**config.mk**
```make
export PLATFORM = sky130hd
export DESIGN_NAME = fir_out_stage
export DESIGN_NICKNAME = d
export VERILOG_FILES = /design/src/rtl/fir_out_stage_pkg.sv /design/src/rtl/fir_out_fifo.sv /design/src/rtl/fir_out_stage.sv
export SDC_FILE = /design/constraint.sdc
export NUM_CORES = 1
export LEC_CHECK = 0
export BUFFER_PORTS_ARGS = -buffer_cell sky130_fd_sc_hd__buf_4
export CAP_MARGIN = 25
export CELL_PAD_IN_SITES_DETAIL_PLACEMENT = 1
export CELL_PAD_IN_SITES_GLOBAL_PLACEMENT = 1
export CORE_UTILIZATION = 45
export DETAILED_ROUTE_END_ITERATION = 6
export PLACE_DENSITY_LB_ADDON = 0.1
export SYNTH_ARGS = -nofsm -noshare
export SYNTH_HDL_FRONTEND = slang
export SYNTH_SLANG_ARGS = --single-unit
export TNS_END_PERCENT = 10
```
**constraint.sdc**
```tcl
create_clock -name clk -period 3.9 [get_ports clk]
set_clock_uncertainty 0.2 [all_clocks]
set_input_delay 0.39 -clock clk [delete_from_list [all_inputs] [get_ports clk]]
set_output_delay 0.39 -clock clk [all_outputs]
set_load 0.005 [all_outputs]
```
**src/rtl/fir_out_stage_pkg.sv**
```systemverilog
// Shared widths, saturation bounds and the round/shift/saturate helper
// for the FIR output stage.
package fir_out_stage_pkg;

    localparam int unsigned InW    = 11;
    localparam int unsigned OutW   = 8;
    localparam int unsigned ShiftW = 2;
    localparam int unsigned Depth  = 4;
    localparam int unsigned LevelW = $clog2(Depth) + 1;
    localparam int unsigned SumW   = InW + 1;
    localparam int unsigned DropW  = 8;

    localparam int SatMax = 2 ** (OutW - 1) - 1;
    localparam int SatMin = -(2 ** (OutW - 1));

    // Round half toward +inf, arithmetic shift, then clamp to the OutW signed range.
    // One guard bit in SumW keeps the rounding add from wrapping.
    function automatic logic [OutW-1:0] scale_sat(input logic [InW-1:0] x,
                                                  input logic [ShiftW-1:0] s);
        logic signed [SumW-1:0] t;
        logic signed [SumW-1:0] r;
        int rv;
        t = signed'({x[InW-1], x});
        if (s != '0) begin
            t = t + (SumW'(1) << (s - 1'b1));
        end
        r  = t >>> s;
        rv = int'(r);
        if (rv > SatMax) begin
            return OutW'(SatMax);
        end else if (rv < SatMin) begin
            return OutW'(SatMin);
        end
        return r[OutW-1:0];
    endfunction

endpackage

```
**src/rtl/fir_out_fifo.sv**
```systemverilog
// Synchronous first-word-fall-through FIFO; head is presented combinationally,
// forced to zero while empty.
module fir_out_fifo #(
    parameter int unsigned Width = 8,
    parameter int unsigned Depth = 4
) (
    input  logic                     clk_i,
    input  logic                     reset_i,
    input  logic                     push_i,
    input  logic                     pop_i,
    input  logic [Width-1:0]         wdata_i,
    output logic [Width-1:0]         rdata_o,
    output logic                     empty_o,
    output logic                     full_o,
    output logic [$clog2(Depth):0]   level_o
);

    localparam int unsigned AddrW = $clog2(Depth);

    logic [Width-1:0] mem_q [Depth];
    logic [AddrW:0]   wr_ptr_q, wr_ptr_d;
    logic [AddrW:0]   rd_ptr_q, rd_ptr_d;
    logic             push_ok;
    logic             pop_ok;

    always_comb begin
        empty_o = (wr_ptr_q == rd_ptr_q);
        // Extra pointer MSB differs only when the write side has lapped the read side.
        full_o  = (wr_ptr_q[AddrW] != rd_ptr_q[AddrW]) &&
                  (wr_ptr_q[AddrW-1:0] == rd_ptr_q[AddrW-1:0]);
        // A pop frees the slot in the same cycle, so push on full succeeds alongside it.
        push_ok = push_i && (!full_o || pop_i);
        pop_ok  = pop_i && !empty_o;
        wr_ptr_d = push_ok ? wr_ptr_q + 1'b1 : wr_ptr_q;
        rd_ptr_d = pop_ok  ? rd_ptr_q + 1'b1 : rd_ptr_q;
        level_o  = wr_ptr_q - rd_ptr_q;
        rdata_o  = empty_o ? '0 : mem_q[rd_ptr_q[AddrW-1:0]];
    end

    always_ff @(posedge clk_i) begin
        if (reset_i) begin
            wr_ptr_q <= '0;
            rd_ptr_q <= '0;
        end else begin
            wr_ptr_q <= wr_ptr_d;
            rd_ptr_q <= rd_ptr_d;
        end
    end

    always_ff @(posedge clk_i) begin
        if (!reset_i && push_ok) begin
            mem_q[wr_ptr_q[AddrW-1:0]] <= wdata_i;
        end
    end

endmodule

```
**src/rtl/fir_out_stage.sv**
```systemverilog
// FIR output stage: registered round/shift/saturate to 8 bits, FWFT buffering,
// and sticky overflow plus saturating drop counter.
module fir_out_stage
    import fir_out_stage_pkg::*;
(
    input  logic              clk,
    input  logic              reset,
    input  logic              in_valid,
    input  logic [InW-1:0]    in_data,
    input  logic [ShiftW-1:0] shift,
    input  logic              pop,
    input  logic              clr_stat,
    output logic [OutW-1:0]   out_data,
    output logic              out_valid,
    output logic [LevelW-1:0] fifo_level,
    output logic              overflow,
    output logic [DropW-1:0]  drop_cnt
);

    logic            v1_q;
    logic [OutW-1:0] d1_q;
    logic            overflow_q, overflow_d;
    logic [DropW-1:0] drop_cnt_q, drop_cnt_d;
    logic            fifo_empty;
    logic            fifo_full;
    logic            drop;

    always_ff @(posedge clk) begin
        if (reset) begin
            v1_q <= 1'b0;
            d1_q <= '0;
        end else begin
            v1_q <= in_valid;
            d1_q <= scale_sat(in_data, shift);
        end
    end

    fir_out_fifo #(
        .Width (OutW),
        .Depth (Depth)
    ) u_fifo (
        .clk_i   (clk),
        .reset_i (reset),
        .push_i  (v1_q),
        .pop_i   (pop),
        .wdata_i (d1_q),
        .rdata_o (out_data),
        .empty_o (fifo_empty),
        .full_o  (fifo_full),
        .level_o (fifo_level)
    );

    always_comb begin
        overflow_d = overflow_q;
        drop_cnt_d = drop_cnt_q;
        drop       = v1_q && fifo_full && !pop;
        // Clearing wins over a drop in the same cycle.
        if (clr_stat) begin
            overflow_d = 1'b0;
            drop_cnt_d = '0;
        end else if (drop) begin
            overflow_d = 1'b1;
            if (drop_cnt_q != '1) begin
                drop_cnt_d = drop_cnt_q + 1'b1;
            end
        end
    end

    always_ff @(posedge clk) begin
        if (reset) begin
            overflow_q <= 1'b0;
            drop_cnt_q <= '0;
        end else begin
            overflow_q <= overflow_d;
            drop_cnt_q <= drop_cnt_d;
        end
    end

    assign out_valid = !fifo_empty;
    assign overflow  = overflow_q;
    assign drop_cnt  = drop_cnt_q;

endmodule

```
# Yosys cells after proc, flatten, opt, wreduce, memory -nomap -nowiden
# Memory sizes are Yosys's and may differ from the RTL's. A register that Yosys moved wholly into a read port is not among the register bits.
# Cells that the tools add are included.
# word_totals
reg_bits	24
mem_bits_rw	32
input_bits	18
output_inout_bits	21
elab_cells	48
n_memories	1
# memory_table
name	words	width	read_ports	rd_ports_with_merged_regs	write_ports	line_no	source
u_fifo.mem_q	4	8	1	1	1	fir_out_fifo.sv:20	logic [Width-1:0] mem_q [Depth];
# op_classes
addsub	6
order_cmp	2
eq_ne	4
shifts	2
mux	13
n_reduce_logical	14
# op_table
op	n
$mux W8	4
$mux W12	2
$add A11 B12 Y12	1
$gt A12 B8 Y1 const B	1
$lt A12 B8 Y1 const B	1
$shl A1 B2 Y12 const A	1
$sshr A12 B2 Y12	1
$add A8 B1 Y8 const B	1
$ne A8 B8 Y1 const B	1
$add A3 B1 Y3 const B	2
$logic_and A1 B1 Y1	6
$mux W1	5
$logic_not A1 Y1	4
$mux W2	2
$eq A3 B3 Y1	1
$sub A3 B3 Y3	1
$eq A2 B2 Y1	1
$reduce_and A2 Y1	1
$reduce_bool A2 Y1	1
$reduce_or A2 Y1	1
$sub A2 B1 Y2 const B	1
$logic_or A1 B1 Y1	1
$ne A1 B1 Y1	1

# Longest topological paths before layout
# logic_depth
word_depth	11
depth_mapped	10
mapped_depth_nobuf	9

# By module
# A second synthesis with hierarchy kept.
# unflattened
cells_unflattened	294
area_unflattened_um2	3224.3
# modules_own_cells
module	n_inst	cells_each	area_per_inst_um2	seq_area_each_um2
fir_out_fifo	1	108	1745.4	1121.1
fir_out_stage	1	186	1478.9	360.3

# Worst setup path after synthesis
# OpenSTA, ideal clock, no wires.
# synth_path
kind	input to register
start	input shift[0]
end	register d1_q[2]
setup_ns	0.132
arrival_ns	2.693
required_ns	3.568
path_slack_ns	0.875
stages	10
n_path_buf	2
cell_sequence	clkbuf_1 -> clkbuf_1 -> nor2b_1 -> fa_1 -> a211oi_2 -> nor4_1 -> a211oi_1 -> nor2_1 -> a31oi_2 -> o31ai_2
# synth_via
elab_chain_len	11
word_cells_on_any_way	14
classes_between	2 x add/sub; 2 x order compare; 2 x shift; 7 x mux; 1 x reduce/logical
# synth_rtl
item	line_no	source
start: declaration	fir_out_stage.sv:10	input logic [ShiftW-1:0] shift,
$sub A2 B1 Y2	fir_out_stage_pkg.sv:25	t = t + (SumW'(1) << (s - 1'b1));
$shl A1 B2 Y12	fir_out_stage_pkg.sv:25	
$add A11 B12 Y12	fir_out_stage_pkg.sv:25	
$mux W12	fir_out_stage_pkg.sv:24	if (s != '0) begin
$mux W12	fir_out_stage.sv:29	if (reset) begin
$sshr A12 B2 Y12 (*)	fir_out_stage_pkg.sv:27	r = t >>> s;
$lt A12 B8 Y1	fir_out_stage_pkg.sv:31	end else if (rv < SatMin) begin
$mux W1	fir_out_stage_pkg.sv:31	
$mux W1	fir_out_stage_pkg.sv:29	if (rv > SatMax) begin
$mux W1	fir_out_stage.sv:29	
$mux W8 (*)	fir_out_stage_pkg.sv:34	return r[OutW-1:0];
end signal: assignment	fir_out_stage.sv:34	d1_q <= scale_sat(in_data, shift);
end: declaration	fir_out_stage.sv:21	logic [OutW-1:0] d1_q;
# Mark *: on every way between the ends. The rest lies on a longest branch, timed or not. The select of a mux whose other input is x is not followed.
# A chain may end at the register's enable or synchronous reset.

# Final worst setup path
# layout_path
start	input shift[0]
end	register d1_q[1]
# The elaborated chain is that of the path after synthesis.

==> results by group <==
Critical path
  • Reg2Reg Setup Slack: about 1.4 ns
  • Critical path type: in -> reg
  • CP arrival: 2.84 ns
  • Worst r2r path cells: 7
  • CP max FO: 22
  • CP Capture Point: d1_q[1]
  • RR Startpoint: u_fifo.rd_ptr_q[1]
  • FF-to-FF End: u_fifo.mem_q[0][3]
  • CP startpoint kind: primary input
  • Req. time, crit path: roughly 3.9 ns
  • Crit path capture type: register
  • CP Launch Point: shift[0]

Yosys
  • Yosys cell types: 52
  • Post-synth ARST share: 0%
  • Net Count, Synth: between 300 and 400
  • Top FF cell, synth: edfxtp_1
  • FF+latch count, synth: 58
  • Mapped Cells: ~270
  • Register area share after synthesis: between 40% and 50%
  • Mapped Area: 3080 sq um
  • EDFF count, synth: 32
  • YS warnings: 0
  • Mean Syn Cell Area: between 10 and 15 sq um

Place
  • DP HPWL: between 4000 and 5000 um
  • I/O Buffers: 38
  • Placed cell count: ~380
  • Global placement routability congestion: 0.796

Worst hold path
  • Worst hold path depth: 2
  • Hold Crit Class: in -> reg

Route
  • Final ANT Viol Nets: 0
  • Vias: roughly 2100
  • WL/cell: between 15 and 20 um
  • DRT Wirelength: between 6000 and 7000 um
  • Iter 0 DRT Violations: 98
  • Residual DRC: 0
  • First drt pass iteration count: 6
  • Vias/cell: between 5 and 6

Finish
  • Multi-input gate area: between 1500 and 2000 sq um
  • N_diodes: 0
  • Share of cells above drive strength 1: about 25%
  • Register area: around 1500 sq um
  • Final net count: approximately 340
  • Area Growth Syn to Fin: 16.6%
  • Utilization after layout: a little under three fifths
  • Most common cell after layout, fill and taps aside: buf_4
  • Fill cell count: between 700 and 800
  • Most frequent cells in the layout: buf_4 (39), edfxtp_1 (32), nor2_1 (26), dfxtp_1 (26)
  • Fin cells: slightly below 400

Die
  • Core Box Area: about 6500 sq um
  • Num ports: 39
  • Die W: 84.7 um
  • Die Ht: 84.7 um
  • Die area: 7170 sq um
  • Row count: 29
  • Initial core utilization: a little under half

Clock tree
  • Worst skew pair latency: between 0.3 and 0.4 ns
  • CTS Buffer Depth: 2
  • CTS tree: built
  • Resize count post-CTS: 0
  • Clk slew on worst S/H paths: 0.06 ns
  • Total setup buffers inserted after CTS: 0
  • H-tree levels: 3
  • Total CTS buffers: 9
  • Num Clock Sinks: between 50 and 60
  • Post-cts hold buffer count: 0
  • Root Buffer: clkbuf_8

Power
  • Peak VDD IR: between 0.15 and 0.2 mV
  • PwrDens: roughly 400 nW/um^2
  • Leakage: 1.34 nW

GRT
  • First-pass GRT wire length: 10100 um
  • Congestion Overflow GR: 0
  • Number of global-route vias before repair: roughly 2200
  • Total track usage: a little under a fifth
  • Largest net degree at the start of global routing: 23
  • Initial antenna violation count: 0

STA
  • Final Hold Fails: 0
  • Fmax achieved: roughly 350 MHz
  • Worst slew margin: 60.4%
  • Actual slew at the worst max-slew pin: 0.593 ns
  • Final min period: approximately 2.8 ns
  • Setup-failing EPs final: 0
  • Fin Setup TNS: 0 ns
  • Fin. max-slew vios: 0
  • Final Cycle Share: 73.0%
  • RSZ-0062 raised after global routing: no

Outcome
  • Status: finished clean

Run
  • Max Cap Viol: 0
[worst max-delay path: stages]
cell	delay (ns)
buf_4	0.19
inv_1	0.27
nor3_1	0.12
fa_1	0.46
a211oi_2	0.36
nor4_1	0.10
a211oi_1	0.31
o221ai_1	0.21
a22oi_2	0.30
o21ai_1	0.13
[metrics by stage]
step / hold WS [ns] / cell area, sq um / worst slack, ns / total power, W
after global routing: 0.124 / 3580 / 0.782 / 0.00151
after floorplan: 0.238 / 3080 / 0.875 / 0.000888
after detailed placement: 0.266 / 3420 / 0.712 / 0.000996
after global placement: 0.261 / 3420 / 0.741 / 0.000988
after CTS: 0.125 / 3580 / 1.05 / 0.00146
final: 0.128 / 3580 / 1.05 / 0.00143
[sequential cells by signal, indices dropped and copies added (netlist names), named ones only]
register,flops
overflow,1
drop_cnt,8
u_fifo.wr_ptr_q,3
u_fifo.mem_q,32
d1_q,8
v1_q,1
u_fifo.rd_ptr_q,3
[report_power, final]
part,internal (W),leakage [nW],total (W),switching [W]
sequential,0.000677,0.505,0.000707,0.0000295
combinational,0.000140,0.757,0.000270,0.000130
clock,0.000224,0.0795,0.000456,0.000231
total,0.00104,1.34,0.00143,0.000391
[kinds of logic after synthesis]
| family | count (synthesis) | share of synthesized area [%] |
|---|---|---|
| xor+xnor | 19 | 5.41 |
| mux | 17 | 9.60 |
| fa+ha+maj | 13 | 5.78 |
| buf+inv | 24 | 3.05 |
| simple gates | 94 | 16.4 |
| flops | 58 | 48.2 |
| compound gates | 46 | 11.6 |
[cells in the mapped netlist, types with 3 or more instances]
cell type | n | area share [%]
a211oi_1 | 3 | 0.73
a21oi_1 | 8 | 1.3
a31oi_1 | 5 | 1.0
and2_1 | 14 | 2.8
buf_2 | 3 | 0.49
clkbuf_1 | 7 | 0.85
dfxtp_1 | 26 | 17
edfxtp_1 | 32 | 31
ha_1 | 11 | 4.5
inv_1 | 14 | 1.7
mux2i_1 | 7 | 2.3
mux4_2 | 10 | 7.3
nand2_1 | 9 | 1.1
nand2b_1 | 4 | 0.81
nand3_1 | 9 | 1.5
nand4_1 | 4 | 0.81
nor2_1 | 26 | 3.2
nor2b_1 | 6 | 1.2
nor3_1 | 8 | 1.3
nor3_2 | 3 | 0.98
o21ai_0 | 4 | 0.65
o21ai_1 | 6 | 0.98
xnor2_1 | 12 | 3.4
xor2_1 | 7 | 2.0
[area by class of cell]
class | count | area share, %
clock buffer | 10 | 3.56
clock inverter | 6 | 0.942
inverter | 14 | 1.47
multi-input combinational | 189 | 41.8
sequential | 58 | 41.3
tap | 77 | 2.69
timing repair buffer | 39 | 8.17
[routing by layer]
metal | wire length, um | vias to the layer above | GRT usage, %
met5 | 0 | - | 0
met4 | 103 | 0 | 7.86
met3 | 153 | 11 | 3.93
met2 | 3030 | 31 | 32.3
met1 | 2780 | 1033 | 22.0
li1 | - | 1072 | -
[how the worst min path moves through the flow]
stage,start,to
final,in_valid,v1_q
after global routing,in_valid,v1_q
after CTS,in_valid,v1_q
after detailed placement,d1_q[0],u_fifo.mem_q[0][0]
after global placement,d1_q[5],u_fifo.mem_q[2][5]
after floorplan,d1_q[0],u_fifo.mem_q[0][0]
No activity file was read; power rests on OpenSTA's default activity.
